**src/rtl/xix_prefix_sequencer.sv**
```systemverilog
// Tracks DD/FD prefixes, latches the indexed opcode into Source and runs the XPT step counter
// that drives the IX/IY decoder; not_enable opens the decoder only while an indexed opcode executes.
module xix_prefix_sequencer #(
    parameter logic [7:0] PREFIX_IX = 8'hDD,
    parameter logic [7:0] PREFIX_IY = 8'hFD,
    parameter logic [4:0] XPT_MAX   = 5'd31
) (
    input  logic       clock,
    input  logic       reset,
    input  logic       Fetch_Valid,
    input  logic [7:0] Fetch_Data,
    input  logic       Step_Enable,
    input  logic       PR_Reset_XPT,
    input  logic       P2_Set_CM1,
    input  logic       P2_Reset_XIX,
    input  logic       P2_Reset_XIY,
    output logic       not_enable,
    output logic       is_Y,
    output logic [4:0] XPT,
    output logic [4:0] notXPT,
    output logic [7:0] Source,
    output logic [7:0] notSource,
    output logic       Prefix_Pending,
    output logic       Prefix_Drop,
    output logic       XPT_Overflow
);

    typedef enum logic [1:0] {
        ST_IDLE   = 2'd0,
        ST_PREFIX = 2'd1,
        ST_EXEC   = 2'd2
    } state_t;

    state_t     r_state;
    state_t     w_state_nxt;
    logic       r_is_y;
    logic       w_is_y_nxt;
    logic [4:0] r_xpt;
    logic [4:0] w_xpt_nxt;
    logic [4:0] r_not_xpt;
    logic [7:0] r_source;
    logic [7:0] w_source_nxt;
    logic [7:0] r_not_source;
    logic       r_drop;
    logic       w_drop_nxt;
    logic       r_ovf;
    logic       w_ovf_nxt;

    logic       w_fetch_prefix;
    logic       w_fetch_escape;
    logic       w_fetch_is_iy;
    logic       w_exit;

    assign w_fetch_is_iy  = (Fetch_Data == PREFIX_IY);
    assign w_fetch_prefix = Fetch_Valid && ((Fetch_Data == PREFIX_IX) || w_fetch_is_iy);
    assign w_fetch_escape = Fetch_Valid && ((Fetch_Data == 8'hCB) || (Fetch_Data == 8'hED));
    // Only the reset matching the current index register ends the instruction.
    assign w_exit = P2_Set_CM1 || (P2_Reset_XIX && !r_is_y) || (P2_Reset_XIY && r_is_y);

    always_comb begin
        w_state_nxt  = r_state;
        w_is_y_nxt   = r_is_y;
        w_xpt_nxt    = r_xpt;
        w_source_nxt = r_source;
        w_drop_nxt   = 1'b0;
        w_ovf_nxt    = r_ovf;
        case (r_state)
            ST_IDLE: begin
                if (w_fetch_prefix) begin
                    w_state_nxt = ST_PREFIX;
                    w_is_y_nxt  = w_fetch_is_iy;
                end
            end
            ST_PREFIX: begin
                if (w_fetch_prefix) begin
                    w_is_y_nxt = w_fetch_is_iy;
                end else if (w_fetch_escape) begin
                    w_state_nxt = ST_IDLE;
                    w_drop_nxt  = 1'b1;
                end else if (Fetch_Valid) begin
                    w_state_nxt  = ST_EXEC;
                    w_source_nxt = Fetch_Data;
                    w_xpt_nxt    = 5'd0;
                end
            end
            ST_EXEC: begin
                if (w_exit) begin
                    w_xpt_nxt = 5'd0;
                    // A prefix fetched in the closing cycle starts the next indexed op directly.
                    if (w_fetch_prefix) begin
                        w_state_nxt = ST_PREFIX;
                        w_is_y_nxt  = w_fetch_is_iy;
                    end else begin
                        w_state_nxt = ST_IDLE;
                    end
                end else if (PR_Reset_XPT) begin
                    w_xpt_nxt = 5'd0;
                end else if (Step_Enable) begin
                    if (r_xpt == XPT_MAX) begin
                        w_ovf_nxt = 1'b1;
                    end else begin
                        w_xpt_nxt = r_xpt + 5'd1;
                    end
                end
            end
            default: begin
                w_state_nxt = ST_IDLE;
                w_xpt_nxt   = 5'd0;
            end
        endcase
    end

    always_ff @(posedge clock or posedge reset) begin
        if (reset) begin
            r_state      <= ST_IDLE;
            r_is_y       <= 1'b0;
            r_xpt        <= 5'd0;
            r_not_xpt    <= 5'h1F;
            r_source     <= 8'h00;
            r_not_source <= 8'hFF;
            r_drop       <= 1'b0;
            r_ovf        <= 1'b0;
        end else begin
            r_state      <= w_state_nxt;
            r_is_y       <= w_is_y_nxt;
            r_xpt        <= w_xpt_nxt;
            r_not_xpt    <= ~w_xpt_nxt;
            r_source     <= w_source_nxt;
            r_not_source <= ~w_source_nxt;
            r_drop       <= w_drop_nxt;
            r_ovf        <= w_ovf_nxt;
        end
    end

    assign not_enable     = (r_state != ST_EXEC);
    assign Prefix_Pending = (r_state == ST_PREFIX);
    assign is_Y           = r_is_y;
    assign XPT            = r_xpt;
    assign notXPT         = r_not_xpt;
    assign Source         = r_source;
    assign notSource      = r_not_source;
    assign Prefix_Drop    = r_drop;
    assign XPT_Overflow   = r_ovf;

endmodule

```
**config.mk**
```make
export PLATFORM = sky130hd
export DESIGN_NAME = xix_prefix_sequencer
export DESIGN_NICKNAME = d
export VERILOG_FILES = /design/src/rtl/xix_prefix_sequencer.sv
export SDC_FILE = /design/constraint.sdc
export NUM_CORES = 1
export LEC_CHECK = 0
export ABC_AREA = 1
export CAP_MARGIN = 20
export CORE_MARGIN = 4
export CORE_UTILIZATION = 40
export CTS_BUF_LIST = sky130_fd_sc_hd__clkbuf_4 sky130_fd_sc_hd__clkbuf_8
export CTS_CLUSTER_DIAMETER = 50
export DETAILED_ROUTE_END_ITERATION = 12
export GPL_TIMING_DRIVEN = 1
export PLACE_DENSITY = 0.7
export SLEW_MARGIN = 40
export SYNTH_ARGS = -nofsm -noshare
export SYNTH_HDL_FRONTEND = slang
export SYNTH_SLANG_ARGS = --single-unit
```
**constraint.sdc**
```tcl
create_clock -name clock -period 1.76 [get_ports clock]
set_input_delay 0.176 -clock clock [delete_from_list [all_inputs] [get_ports clock]]
set_output_delay 0.176 -clock clock [all_outputs]
set_load 0.02 [all_outputs]
```
==> results of run 1 <==
## repair_timing
action                                  4_1_cts  5_1_grt
endpoints found under the setup margin        1        1
cloned                                        0        0
gates resized for setup                       1        2
## routing by layer
| metal | up-vias | part of all wire | routed length [µm] |
|---|---|---|---|
| li1 | 628 | - | - |
| met4 | 0 | 0.033 | 97 |
| met5 | - | 0 | 0 |
| met2 | 44 | 0.45 | 1330 |
| met1 | 529 | 0.45 | 1300 |
| met3 | 10 | 0.067 | 195 |
## Yosys cell counts (all sizes together)
cell type and n:
a21oi 5, a31oi 1, buf 1, dfrtp 18, dfstp 13, ha 1, inv 41, nand2 47
nand3 12, nand4 2, nor2 14, nor3 2, nor4 1, o21ai 12, xnor2 1
## registers in the layout, indices dropped and copies added, names as in the netlist
signal	cells
is_Y	1
XPT_Overflow	1
XPT	5
notXPT	5
Prefix_Drop	1
notSource	8
Source	8
r_state	2
## cell type report
| type | instances | area, µm² | area share |
|---|---|---|---|
| clock inverters | 1 | 5.00 | 0.00241 |
| flip-flops and latches | 31 | 793 | 0.381 |
| well taps | 46 | 57.6 | 0.0277 |
| inverters | 41 | 154 | 0.0740 |
| repair buffers | 48 | 477 | 0.229 |
| multi-input cells | 98 | 512 | 0.246 |
| clock buffers | 6 | 82.6 | 0.0397 |
## how the worst min path moves through the flow
stage                                        start                  endpoint  slack, ps  depth (start not counted)
after floorplan                      Fetch_Data[6]    notSource[6]$_DFF_PP1_        230                          1
after global placement    XPT_Overflow$_DFFE_PP0P_  XPT_Overflow$_DFFE_PP0P_        460                          2
after detailed placement  XPT_Overflow$_DFFE_PP0P_  XPT_Overflow$_DFFE_PP0P_        450                          2
after CTS                                    reset          XPT[2]$_DFF_PP0_        300                          3
after global routing                         reset          XPT[3]$_DFF_PP0_        360                          3
final                                        reset          XPT[2]$_DFF_PP0_        280                          3
## cells by family (layout without fill, tap and decap cells)
kind of cell               Yosys count  in the layout  synth area share
AOI/OAI and AO/OA                   18             18            0.0903
adders and majority gates            1              1           0.00852
buffers and inverters               42             96             0.112
and+or+nand+nor                     78             78             0.244
DFF                                 31             31             0.539
xor gates and xnor gates             1              1           0.00596
## power by group through the flow
stage	combinational, µW	clock, µW	sequential, µW
4_1_cts	1170	556	1070
6_report	1160	539	1080
3_3_place_gp	1170	0	1080
5_1_grt	1260	582	1100
3_5_place_dp	1170	0	1080
2_1_floorplan	435	0	1320
## stage by stage
| stage | instances | power [µW] | util |
|---|---|---|---|
| CTS | 271 | 2800 | 0.603 |
| global placement | 264 | 2250 | 0.578 |
| finish | 271 | 2770 | 0.605 |
| detailed placement | 264 | 2260 | 0.578 |
| global route | 271 | 2940 | 0.605 |
| floorplan | 171 | 1750 | - |
==> run metrics, run 1 <==
cts hold-fix bufs 0; Leakage around 0.001 µW; Setup Buffers After CTS 0; root buf cell clkbuf_8; RSZ-0062 raised after global routing no; r2r endpoint notXPT[2]$_DFF_PP1_; global routing's busiest layer met2; Clock Latency Late Sink 270 ps; fmax 0.639 GHz; total negative slack 0 ps; IO Port Bufs 46; peak supply drop around 0.00073 V; Seq/Total Area, Yosys 0.539; Levels on crit path 1; DRT Pass-1 Iters 4; initial core utilization 0.427; M1 GR Usage 0.187; Critical Path End Type output port; class of the worst hold path input port to asynchronous set/reset pin; Syn Inst Count 171; mapped cell area 1470 µm²; area grow syn2layout 41.7%; Final setup viols 0; Post-Syn Area per Cell 8.59 µm²; crit path to notSource[4]; Worst EP required between 1500 and 2000 ps; H-tree Lvls 2; status completed; delay-heaviest family, CP buffers and inverters; fin. max-slew vios 0; Die Wd 68.6 µm; Tcrit/Tclk final 0.889; NumNets Final 242; P per Cell Area about 1300 nW/µm²; Die ar. 4710 µm²; routing usage on met2 0.223; Die Ht 68.6 µm; CP cell instances clkdlybuf4s50_1; drt via density 4.47; Setup CP Type flip-flop to output port; detailed placer's ending HPWL roughly 2300 µm; Slowest cell on crit path clkdlybuf4s50_1; max_cap viols 0; relative slew slack 0.756; Seq cells post-synth 31; I/O pins 47; Least-Margin Pin Slew ~370 ps; share of power burned in registers 0.388; logic gate share of total power 0.417; first-pass GRT wire length 4900 µm; sw frac 0.354; Final Cell Area around 2100 µm²; WP data arrival ~1400 ps; layout cells sized above 1 0.222; met3 Track Usage GR 0.0357; synth top area cells dfrtp_1 31%, dfstp_2 23%, nand2_1 11%; dpl cell area 1990 µm²; worst r2r path cells 9; clock skew 1.66 ps; routability cong. about 0.9; Routed WL 2920 µm; Syn. warnings 0; final hold violation count 0; Crit path largest cell delay 590 ps; crit path from notSource[4]$_DFF_PP1_; flop2flop setup slack 290 ps; gr usage total 0.148; Power Internal 1790 µW; DR DRC count 0; row count 21; CTS buffer count 5; Detail Route Antenna Nets 0; initial antenna violation count 0; via count 1,211; drt initial violations 40; CTS tree done; total core area 3440 µm²; r2r startpoint r_state[1]$_DFFE_PP0P_; pre-CTS setup slack about 54 ps; Clock power frac 0.195; Switch Pwr 980 µW; Longest Clk Path Bufs 2; synth unique cells 24; Synth top area share 0.307; wire per inst between 10 and 15 µm; fillers 299; Clock Sinks 31; largest net degree at the start of global routing 32; vias in the first global route 1,111; commonest cells after routing, fill and taps aside 44 x nand2_1, 44 x clkdlybuf4s50_1, 31 x inv_1, 17 x dfrtp_1, 13 x dfstp_2; post-route minimum period approximately 1600 ps; number of inserted diodes 0; synthesized net count 188; cell taking the most area after synthesis dfrtp_1; final global-route overflow total 0; final setup margin 196 ps; Clock transition at path regs 60 ps; final hold slack 285 ps; sum of buffers and inverters on the critical path 1; Setup crit start kind flip-flop; maximum fanout along the worst path 1
(Power assumes the default switching activity.)
==> run 2: changes to the inputs <==
--- a/config.mk
+++ b/config.mk
@@ -14,7 +14,7 @@
 export DETAILED_ROUTE_END_ITERATION = 12
 export GPL_TIMING_DRIVEN = 1
 export PLACE_DENSITY = 0.7
-export SLEW_MARGIN = 40
+export SLEW_MARGIN = 10
 export SYNTH_ARGS = -nofsm -noshare
 export SYNTH_HDL_FRONTEND = slang
 export SYNTH_SLANG_ARGS = --single-unit
==> constraint.sdc (replaced) <==
create_clock -name clock -period 1.9 [get_ports clock]
set_input_delay 0.19 -clock clock [delete_from_list [all_inputs] [get_ports clock]]
set_output_delay 0.19 -clock clock [all_outputs]
set_load 0.02 [all_outputs]
==> run 2 against run 1 <==
Compared with the run above: clock skew increased by 2.0 ps; core utilization about the same; register-to-register slack improved by 180 ps; largest power group unchanged; combinational power shrank 7%; wire length about the same; final area hardly changed; sequential cell count is the same; highest routed layer unchanged; via count down 1.2%; die area did not move.
==> run metrics, run 2 (synthesis gave the netlist of run 1 again) <==
Routed WL roughly 3000 µm; fin. max-slew vios 0; Detail Route Antenna Nets 0; Tcrit/Tclk final 0.927; Setup crit start kind flip-flop; largest net degree at the start of global routing 32; IO Port Bufs 46; NumNets Final 242; layout cells sized above 1 0.221; DR DRC count 0; area grow syn2layout 41.6%; delay-heaviest family, CP buffers and inverters; P per Cell Area 1230 nW/µm²; CTS resizes 0; I/O pins 47; max_cap viols 0; gr usage total 0.144; Least-Margin Pin Slew between 300 and 400 ps; Slowest cell on crit path clkdlybuf4s50_1; maximum fanout along the worst path 6; total negative slack 0 ps; via count 1,197; clock skew 3.70 ps; wire per inst 10.7 µm; detailed placer's ending HPWL 2360 µm; Die ar. 4710 µm²; relative slew slack 0.761; initial core utilization 0.427; vias in the first global route between 1,000 and 1,500; number of inserted diodes 0; row count 21; Die Ht 68.6 µm; Critical Path End Type output port; CTS buffer count 5; Pwr Total 2570 µW; Worst EP required between 1500 and 2000 ps; initial antenna violation count 0; status completed; most common cell after layout, fill and taps aside clkdlybuf4s50_1; CP cell instances inv_2 -> nor2_2 -> inv_1 -> clkdlybuf4s50_1; CTS tree done; H-tree Lvls 2; Setup Buffers After CTS 0; total core area between 3000 and 4000 µm²; drt initial violations 29; RSZ-0062 raised after global routing no; Clock Latency Late Sink approximately 270 ps; class of the worst hold path input port to asynchronous set/reset pin; peak supply drop roughly 0.00064 V; final hold violation count 0; Crit path largest cell delay 610 ps; root buf cell clkbuf_8; post-route minimum period 1760 ps; sum of buffers and inverters on the critical path 3; routability cong. 0.919; commonest cells after routing, fill and taps aside 46 x clkdlybuf4s50_1, 44 x nand2_1, 31 x inv_1, 18 x dfrtp_1, 13 x dfstp_2; Die Wd 68.6 µm; Clock Sinks 31; final core utilization 0.604; DRT Pass-1 Iters 4; fmax 0.568 GHz; cts hold-fix bufs 0; Leakage 0.000994 µW; WP data arrival 1570 ps; Setup CP Type flip-flop to output port; Longest Clk Path Bufs 2; Clock transition at path regs 60 ps; drt via density ~4.4; Final setup viols 0; first-pass GRT wire length 4800 µm; final global-route overflow total 0
-- run 2: cell count changes in the layout (fill, tap and decap cells not counted) --
cell             change
clkdlybuf4s50_1      +2
dlygate4sd2_1        -1
dlymetal6s2s_1       -1
dfrtp_1              +1
clkbuf_8             -1
dfrtp_2              -1
clkbuf_4             +2
-- run 2: power breakdown --
part           switching [µW]  internal, µW  leakage [µW]  total, µW
sequential               95.6           899      0.000350        994
clock                     213           285     0.0000491        498
combinational             596           480      0.000594       1080
total                     904          1660      0.000994       2570
-- run 2: final timing paths --
kind	end	from	cells after the start	slack, ps
min reg2reg	XPT_Overflow$_DFFE_PP0P_	XPT_Overflow$_DFFE_PP0P_	2	470
max	not_enable	r_state[1]$_DFFE_PP0P_	4	140
max in group asynchronous	notXPT[1]$_DFF_PP1_	reset	3	1300
min	XPT[3]$_DFF_PP0_	reset	3	290
max reg2reg	notXPT[2]$_DFF_PP1_	r_state[1]$_DFFE_PP0P_	9	470
min in group clock	XPT_Overflow$_DFFE_PP0P_	XPT_Overflow$_DFFE_PP0P_	2	470
-- run 2: stage by stage --
step	instances	instance area, µm²	worst slack (ps)	hold WS, ps
floorplan	171	1470	482	245
global placement	264	1990	188	457
detailed placement	264	1990	162	452
CTS	272	2080	128	305
global route	272	2080	63.1	339
finish	272	2080	139	291
-- run 2: routing by layer --
metal / vias up / track usage / wire length, µm
met5: - / 0 / 0
met4: 0 / 0.0819 / 69
met3: 7 / 0.0405 / 163
met2: 26 / 0.213 / 1350
met1: 535 / 0.186 / 1330
li1: 629 / - / -
-- run 2: cell type report --
cell class	instances	area, µm²
multi-input combinational	98	512
tap	46	57.6
clock buffer	7	83.8
sequential	31	792
timing repair buffer	48	475
fill	314	1360
inverter	41	154
clock inverter	1	5.00
-- run 2: worst min-delay path, delay by kind of cell --
kind	cells	cell delay [ps]
buf+inv	3	780
